## config.mk

```make
export PLATFORM = sky130hd
export DESIGN_NAME = nx_axi4s_bridge_gen2
export DESIGN_NICKNAME = d
export VERILOG_FILES = /design/src/rtl/nx_axi4s_pkg.sv /design/src/rtl/nx_axi4s_packer.sv /design/src/rtl/nx_axi4s_bridge_gen2.sv
export SDC_FILE = /design/constraint.sdc
export NUM_CORES = 1
export LEC_CHECK = 0
export CAP_MARGIN = 10
export CORE_MARGIN = 1
export CORE_UTILIZATION = 50
export CTS_BUF_LIST = sky130_fd_sc_hd__clkbuf_2
export CTS_CLUSTER_DIAMETER = 200
export CTS_CLUSTER_SIZE = 14
export DETAILED_ROUTE_END_ITERATION = 16
export PLACE_DENSITY = 0.88
export SYNTH_ARGS = -nofsm -noshare
export SYNTH_HDL_FRONTEND = slang
export SYNTH_HIERARCHICAL = 1
export SYNTH_SLANG_ARGS = --single-unit
```

## constraint.sdc

```tcl
create_clock -name i_clk -period 4.85 [get_ports i_clk]
set_input_delay 0.97 -clock i_clk [delete_from_list [all_inputs] [get_ports i_clk]]
set_output_delay 0.97 -clock i_clk [all_outputs]
set_load 0.01 [all_outputs]
```

## src/rtl/nx_axi4s_pkg.sv

```systemverilog
// nx_axi4s_pkg: shared slot geometry and packer state encoding for the Nexus/AXI4-stream bridge.
package nx_axi4s_pkg;
  localparam int SLOT_W  = 32;
  localparam int MSG_W   = 31;
  localparam int VLD_BIT = 31;
  typedef enum logic {FILL, SEND} pk_state_e;
endpackage

```

## src/rtl/nx_axi4s_packer.sv

```systemverilog
// nx_axi4s_packer: packs Nexus messages into AXI4-stream beats, closing a beat when full or after an idle timeout.
module nx_axi4s_packer
  import nx_axi4s_pkg::*;
#(
  parameter int SLOTS        = 4,
  parameter int FLUSH_CYCLES = 16
) (
  input  logic                    i_clk,
  input  logic                    i_rstn,
  input  logic [MSG_W-1:0]        i_data,
  input  logic                    i_valid,
  output logic                    o_ready,
  output logic [SLOTS*SLOT_W-1:0] o_tdata,
  output logic                    o_tlast,
  output logic                    o_tvalid,
  input  logic                    i_tready,
  output logic                    o_empty
);
  localparam int CW = $clog2(SLOTS + 1);
  localparam int IW = $clog2(SLOTS);
  localparam int TW = FLUSH_CYCLES < 2 ? 1 : $clog2(FLUSH_CYCLES + 1);
  pk_state_e                     state_q, state_d;
  logic [CW-1:0]                 count_q, count_d;
  logic [TW-1:0]                 timer_q, timer_d;
  logic [SLOTS-1:0][SLOT_W-1:0]  slots_q, slots_d;
  logic                          tlast_q, tlast_d;
  logic                          run_q;
  always_comb begin
    state_d = state_q;
    count_d = count_q;
    timer_d = timer_q;
    slots_d = slots_q;
    tlast_d = tlast_q;
    o_ready = run_q && state_q == FILL;
    if (state_q == SEND) begin
      if (i_tready) begin
        state_d = FILL;
        count_d = '0;
        timer_d = '0;
        slots_d = '0;
        tlast_d = 1'b0;
      end
    end else if (o_ready && i_valid) begin
      // an accept always beats a timeout landing in the same cycle
      slots_d[count_q[IW-1:0]][VLD_BIT]     = 1'b1;
      slots_d[count_q[IW-1:0]][MSG_W-1:0]   = i_data;
      count_d = count_q + 1'b1;
      timer_d = '0;
      state_d = count_d == CW'(SLOTS) ? SEND : FILL;
    end else if (count_q != '0 && FLUSH_CYCLES != 0) begin
      timer_d = timer_q + 1'b1;
      if (timer_d == TW'(FLUSH_CYCLES)) begin
        state_d = SEND;
        tlast_d = 1'b1;
      end
    end
  end
  always_ff @(posedge i_clk or negedge i_rstn) begin
    if (!i_rstn) begin
      state_q <= FILL;
      count_q <= '0;
      timer_q <= '0;
      slots_q <= '0;
      tlast_q <= 1'b0;
      run_q   <= 1'b0;
    end else begin
      state_q <= state_d;
      count_q <= count_d;
      timer_q <= timer_d;
      slots_q <= slots_d;
      tlast_q <= tlast_d;
      run_q   <= 1'b1;
    end
  end
  assign o_tdata  = slots_q;
  assign o_tlast  = tlast_q;
  assign o_tvalid = state_q == SEND;
  assign o_empty  = state_q == FILL && count_q == '0;
endmodule

```

## src/rtl/nx_axi4s_bridge_gen2.sv

```systemverilog
// nx_axi4s_bridge_gen2: bidirectional bridge between slot-packed AXI4-stream beats and single Nexus messages.
module nx_axi4s_bridge_gen2
  import nx_axi4s_pkg::*;
#(
  parameter int AXI4_DATA_WIDTH = 128,
  parameter int FLUSH_CYCLES    = 16
) (
  input  logic                       i_clk,
  input  logic                       i_rstn,
  input  logic [AXI4_DATA_WIDTH-1:0] i_ib_axi4s_tdata,
  input  logic                       i_ib_axi4s_tlast,
  input  logic                       i_ib_axi4s_tvalid,
  output logic                       o_ib_axi4s_tready,
  output logic [MSG_W-1:0]           o_ob_nx_data,
  output logic                       o_ob_nx_valid,
  input  logic                       i_ob_nx_ready,
  input  logic [MSG_W-1:0]           i_ib_nx_data,
  input  logic                       i_ib_nx_valid,
  output logic                       o_ib_nx_ready,
  output logic [AXI4_DATA_WIDTH-1:0] o_ob_axi4s_tdata,
  output logic                       o_ob_axi4s_tlast,
  output logic                       o_ob_axi4s_tvalid,
  input  logic                       i_ob_axi4s_tready,
  output logic                       o_idle
);
  localparam int SLOTS = AXI4_DATA_WIDTH / SLOT_W;
  localparam int IW    = $clog2(SLOTS);
  logic [SLOTS-1:0]              mask_q, mask_d;
  logic [SLOTS-1:0][MSG_W-1:0]   msg_q, msg_d;
  logic [SLOTS-1:0][SLOT_W-1:0]  beat;
  logic [IW-1:0]                 idx;
  logic                          run_q, pk_empty, unused_tlast;
  assign beat         = i_ib_axi4s_tdata;
  assign unused_tlast = i_ib_axi4s_tlast;
  // mask_q holds the still-pending valid slots; the register is empty once it drains
  always_comb begin
    idx    = '0;
    mask_d = mask_q;
    msg_d  = msg_q;
    for (int s = SLOTS - 1; s >= 0; s--) if (mask_q[s]) idx = IW'(s);
    if (o_ib_axi4s_tready && i_ib_axi4s_tvalid) begin
      for (int s = 0; s < SLOTS; s++) begin
        mask_d[s] = beat[s][VLD_BIT];
        msg_d[s]  = beat[s][MSG_W-1:0];
      end
    end else if (o_ob_nx_valid && i_ob_nx_ready) begin
      mask_d[idx] = 1'b0;
    end
  end
  always_ff @(posedge i_clk or negedge i_rstn) begin
    if (!i_rstn) begin
      mask_q <= '0;
      msg_q  <= '0;
      run_q  <= 1'b0;
    end else begin
      mask_q <= mask_d;
      msg_q  <= msg_d;
      run_q  <= 1'b1;
    end
  end
  assign o_ib_axi4s_tready = run_q && mask_q == '0;
  assign o_ob_nx_valid     = |mask_q;
  assign o_ob_nx_data      = msg_q[idx];
  assign o_idle            = mask_q == '0 && pk_empty;
  nx_axi4s_packer #(.SLOTS(SLOTS), .FLUSH_CYCLES(FLUSH_CYCLES)) u_packer (
    .i_clk    (i_clk),
    .i_rstn   (i_rstn),
    .i_data   (i_ib_nx_data),
    .i_valid  (i_ib_nx_valid),
    .o_ready  (o_ib_nx_ready),
    .o_tdata  (o_ob_axi4s_tdata),
    .o_tlast  (o_ob_axi4s_tlast),
    .o_tvalid (o_ob_axi4s_tvalid),
    .i_tready (i_ob_axi4s_tready),
    .o_empty  (pk_empty)
  );
endmodule

```

Word level (Yosys, flattened, before mapping). Cells that the tools add are included.

Bitwise gates (word level): 4. Magnitude comparators: 4. Reduce and logical (&&, ||, !) cells: 21. Add/subtract/negate cells: 2. Muxes and demuxes: 36. Eq/ne operators: 4.

Operators with widths (number): 128-bit 2-to-1 mux (3); 128-bit bitwise mux (1); 32-bit demux with 2-bit select (2); 128-bit OR (1); 31-bit binary-select mux with 2-bit select (1); 31-bit 2-to-1 mux (2); 32-bit 2-to-1 mux (1); 5-bit 2-to-1 mux (4); 1-bit 2-to-1 mux (12); 1-bit logical AND (9); 3-bit 2-to-1 mux (3); 2-bit 2-to-1 mux (4); 4-bit 2-to-1 mux (2); 2-bit nonzero test (4); 2-bit by 3-bit < comparator with 1-bit output (second input constant) (2); 3-bit nonzero test (2); 5-bit by 1-bit adder with 5-bit output (second input constant) (1); 5-bit == test (second input constant) (1); 4-bit AND (1); 2-bit by 1-bit greater-or-equal comparator with 1-bit output (second input constant) (2); 4-bit zero test (1); 4-bit NOT (1); 2-bit AND reduction (2); 4-bit AND reduction (1); other kinds (8) (8).

Bits in registers: 267. Output and inout port bits: 165.

Longest topological paths before layout.
Depth in word-level cells: 12. Gate-level depth with buffers: 6. Depth with buffers taken out: 5.

Cells and area by module. Netlist, hierarchy kept.

Modules (own cells, without submodules): nx_axi4s_bridge_gen2 (area an instance 5894.4 µm², cells an instance 430, instances 1); nx_axi4s_packer (area an instance 5514.0 µm², cells an instance 388, instances 1).

Least setup slack after synthesis. OpenSTA, ideal clock, no wires.

Kind: flip-flop to output port. From: register mask_q[2]. To: output o_ob_nx_data[0]. Arrival time: 1372 ps. Stages on the path, launching flop included: 7. Slack: 2508 ps. Buffers on the path: 3. Data required time: 3880 ps. Cell sequence: dfrtp_1 > buf_6 > nor3_1 > or2_2 > clkbuf_1 > buf_1 > a22o_1.

Cells in the longest elaborated chain, start to end: 5.

RTL lines: from (decl) (line nx_axi4s_bridge_gen2.sv:28) `logic [SLOTS-1:0] mask_q, mask_d;`; from (signal assigned) (line nx_axi4s_bridge_gen2.sv:56) `mask_q <= mask_d;`; 2-bit 2-to-1 mux (3 in a row) (line nx_axi4s_bridge_gen2.sv:40) `for (int s = SLOTS - 1; s >= 0; s--) if (mask_q[s]) idx = IW'(s);`; 31-bit binary-select mux with 2-bit select (line nx_axi4s_bridge_gen2.sv:63) `assign o_ob_nx_data = msg_q[idx];`; 31-bit 2-to-1 mux (implied by the code) (line nx_axi4s_bridge_gen2.sv:63); to (decl) (line nx_axi4s_bridge_gen2.sv:14) `output logic [MSG_W-1:0] o_ob_nx_data,`.

Every way passes these cells. The select of a mux whose other input is x is not followed.

Worst setup path in the final report.
From: register mask_q[2]. To: output o_ob_nx_data[1].

Same word-level chain as after synthesis.

==> metrics.md <==
| Metric | Value |
|---|---|
| Outcome | `finished clean` |
| Residual DRC | `0` |
| Clock Sinks | `268` |
| Initial antenna violation count | `1` |
| Hold slack | `0.200 ns` |
| Placed wire-length estimate | `20.4 mm` |
| Hold Fails Final Rpt | `0` |
| Die Area | `0.0234 mm2` |
| Crit-path max FO | `31` |
| Fraction of layout cells with a size suffix above 1 | `6.25%` |
| First-pass GRT wire length | `between 40 and 50 mm` |
| DRT iter0 DRCs | `376` |
| Total GRT Usage | `26.0%` |
| Post-synth EDFFs | `0` |
| IO Port Bufs | `329` |
| Skew final | `0.101 ns` |
| Async S/R FF share, synth | `100%` |
| FF-to-FF End | `msg_q[25]` |
| Post-Syn Instances | `818` |
| Period utilization | `87.2%` |
| Max Root-Sink Buffers | `3` |
| Number of max-cap violations | `0` |
| Commonest cells in the netlist | `268 x dfrtp_1, 159 x a22o_1, 112 x mux2_1` |
| Seq/Total Area, Yosys | `58.8%` |
| PD cells | `611 mW/mm2` |
| Total number of yosys warnings | `6` |
| Worst reg-to-reg path cell count | `4` |
| R2R Setup Slk | `2.11 ns` |
| Hold-fix buffers at CTS | `0` |
| Chip width | `153 um` |
| Critical Path, Cell by Cell | `nor2b_4 -> a221o_1 -> a22o_1 -> clkdlybuf4s50_1` |
| Initial DRT Pass Iterations | `5` |
| Worst Path Class, Setup | `flop to primary output` |
| Cell variety after synth | `48` |
| Post-layout instance area | `0.0148 mm2` |
| Count of antenna-violating nets left after detailed routing | `0` |
| #FFs+latches synth | `about 270` |
| Setup TNS | `0 ns` |
| Final net count | `1292` |
| Max_slew headroom | `28.3%` |
| RePlAce Congestion | `0.813` |
| Top cell type's share of synthesized area | `58.8%` |
| Io pins | `331` |
| Synth-to-layout area growth | `29.9%` |
| Peak supply drop | `about 0.34 mV` |
| Routed vias/inst | `5.82` |
| Postcts setup bufs | `0` |
| Post-CTS sizing | `0` |
| Clock-pin slew on the worst setup and hold paths | `0.25 ns` |
| Vias in the first global route | `8645` |
| Syn Nets | `990` |
| CTS H-Tree Depth | `1` |
| Synth area leader | `dfrtp_1` |
| Worst Tran Pin Value | `1.07 ns` |
| Worst path depth | `4` |
| Required @ worst endpoint | `3.88 ns` |
| CTS buffer count | `23` |
| Synth Flop Type | `dfrtp_1` |
| Endpoints failing setup | `0` |
| Avg WL per Cell | `between 20 and 25 um` |
| Placed inst area | `between 0.01 and 0.015 mm2` |
| Leakage | `roughly 6.5 nW` |
| Total wire length | `30.2 mm` |
| Max Freq | `236 MHz` |
| Root Buffer | `clkbuf_2` |
| Area of the mapped netlist | `0.0114 mm2` |
| CP Capture Type | `primary output` |
| Arr. time, crit path | `~3.3 ns` |
| Most numerous cell in the Yosys netlist | `dfrtp_1` |
| RSZ-0062 raised after global routing | `false` |
| Congestion Overflow GR | `0` |
| CP Launch Type | `flop` |
| Die span in y | `between 150 and 200 um` |
| Tmin final | `between 4 and 5 ns` |
| Slowest cell on the critical path | `nor2b_4` |
| Delay-heaviest family, CP | `simple AND/OR/NAND/NOR gates` |
| R2r startpoint | `mask_q[2]` |
| CTS tree | `yes` |
| Synth area leaders | `dfrtp_1 59%, a22o_1 12%, mux2_1 11%` |
| Clk_lat worst skew | `0.82 ns` |
| Starting Density | `between 50% and 60%` |
| Vias | `8147` |
| Worst hold path class | `primary input to asynchronous set/reset pin` |
| CP bufs+invs | `1` |
| Mean area per synthesized cell | `roughly 14 um2` |
| Max incr delay on CP | `0.80 ns` |
| Pin count of the biggest net entering global routing | `126` |
| Slew Limit Fails | `0` |
| Placeable Area | `0.0221 mm2` |
| # fillers | `1576` |
| Num rows | `54` |
[kinds of logic after synthesis]
kind of cell | count (synthesis) | synth area share (%)
multiplexers | 125 | 12.3
AO/OA/AOI/OAI | 248 | 18.4
buffers and inverters | 99 | 5.58
flip-flops | 268 | 58.8
XOR/XNOR | 3 | 0.230
adder cells (fa/ha/maj) | 6 | 0.658
AND/OR/NAND/NOR | 67 | 3.94
other | 2 | 0.0658
[cell usage in the layout (no fill, tap or decap), types with 2 or more instances in the layout]
cell,netlist,layout
buf_4,1,10
conb_1,2,2
a21oi_1,33,33
buf_12,0,2
a221o_1,32,32
o21ai_1,2,2
a32o_1,2,2
nand3_1,4,4
mux2_1,112,112
clkdlybuf4s50_1,0,328
or2_2,2,2
nand2_1,5,5
dfrtp_1,268,267
mux2_2,12,12
nor3_1,2,2
inv_1,35,35
a21o_1,3,3
nor2b_1,36,35
o21ai_0,3,3
a21oi_4,4,4
xor2_1,2,2
a22o_1,159,159
nand2b_1,2,2
and2_1,2,2
clkbuf_2,0,24
ha_1,6,6
o21a_1,4,4
a21boi_2,4,4
[how the worst max path moves through the flow]
stage | startpoint | end
2_1_floorplan | mask_q[2] | o_ob_nx_data[0]
3_3_place_gp | mask_q[2] | o_ob_nx_data[1]
3_5_place_dp | mask_q[2] | o_ob_nx_data[1]
4_1_cts | mask_q[2] | o_ob_nx_data[1]
5_1_grt | mask_q[2] | o_ob_nx_data[1]
6_report | mask_q[2] | o_ob_nx_data[1]
[sequential cells by signal, indices dropped and copies added, names as in the netlist]
register and flops:
u_packer/o_tdata 128, msg_q 124, u_packer/run_q 1, u_packer/count_q 3, u_packer/o_tlast 1, u_packer/timer_q 5, u_packer/o_tvalid 1, mask_q 4
run_q 1
[report_power, final]
group | switching (mW) | internal, mW | leakage (nW) | total, mW
clock network | 0.679 | 0.135 | 0.107 | 0.814
registers | 0.648 | 3.26 | 3.29 | 3.91
logic | 1.82 | 2.51 | 3.13 | 4.33
total | 3.15 | 5.91 | 6.52 | 9.06
[routing by layer]
metal / part of all wire [%] / vias up / GRT usage, %
met2: 48 / 331 / 43.0
met1: 41 / 4145 / 33.7
met5: 0 / - / 0
met4: 2.1 / 0 / 6.93
li1: - / 3622 / -
met3: 8.4 / 49 / 7.14
[worst reg2reg max path, delay by kind of cell (launching register included)]
kind / cells / cell delay (ns)
buffers and inverters: 1 / 0.47
flip-flops: 1 / 0.65
multiplexers: 1 / 0.45
AND/OR/NAND/NOR: 2 / 1.11
[cell type report]
class / instances / area [um2] / share of cell area, %
inverter: 35 / 131 / 0.887
timing repair buffer: 341 / 3410 / 23.0
antenna: 1 / 2.50 / 0.0169
tap: 280 / 350 / 2.36
sequential: 268 / 6710 / 45.3
clock buffer: 24 / 120 / 0.811
multi-input combinational: 451 / 4080 / 27.5
clock inverter: 1 / 16.3 / 0.110
[metrics by stage]
| step | setup WS [ns] | utilization (%) | cells | power, mW |
|---|---|---|---|---|
| 4_1_cts | 0.517 | 67.1 | 1400 | 9.12 |
| 3_3_place_gp | 1.51 | 66.4 | 1375 | 8.13 |
| 6_report | 0.619 | 67.1 | 1401 | 9.06 |
| 5_1_grt | 0.431 | 67.1 | 1401 | 9.61 |
| 2_1_floorplan | 2.51 | - | 818 | 6.15 |
| 3_5_place_dp | 1.48 | 66.4 | 1375 | 8.30 |
No activity file was read; power rests on OpenSTA's default activity.
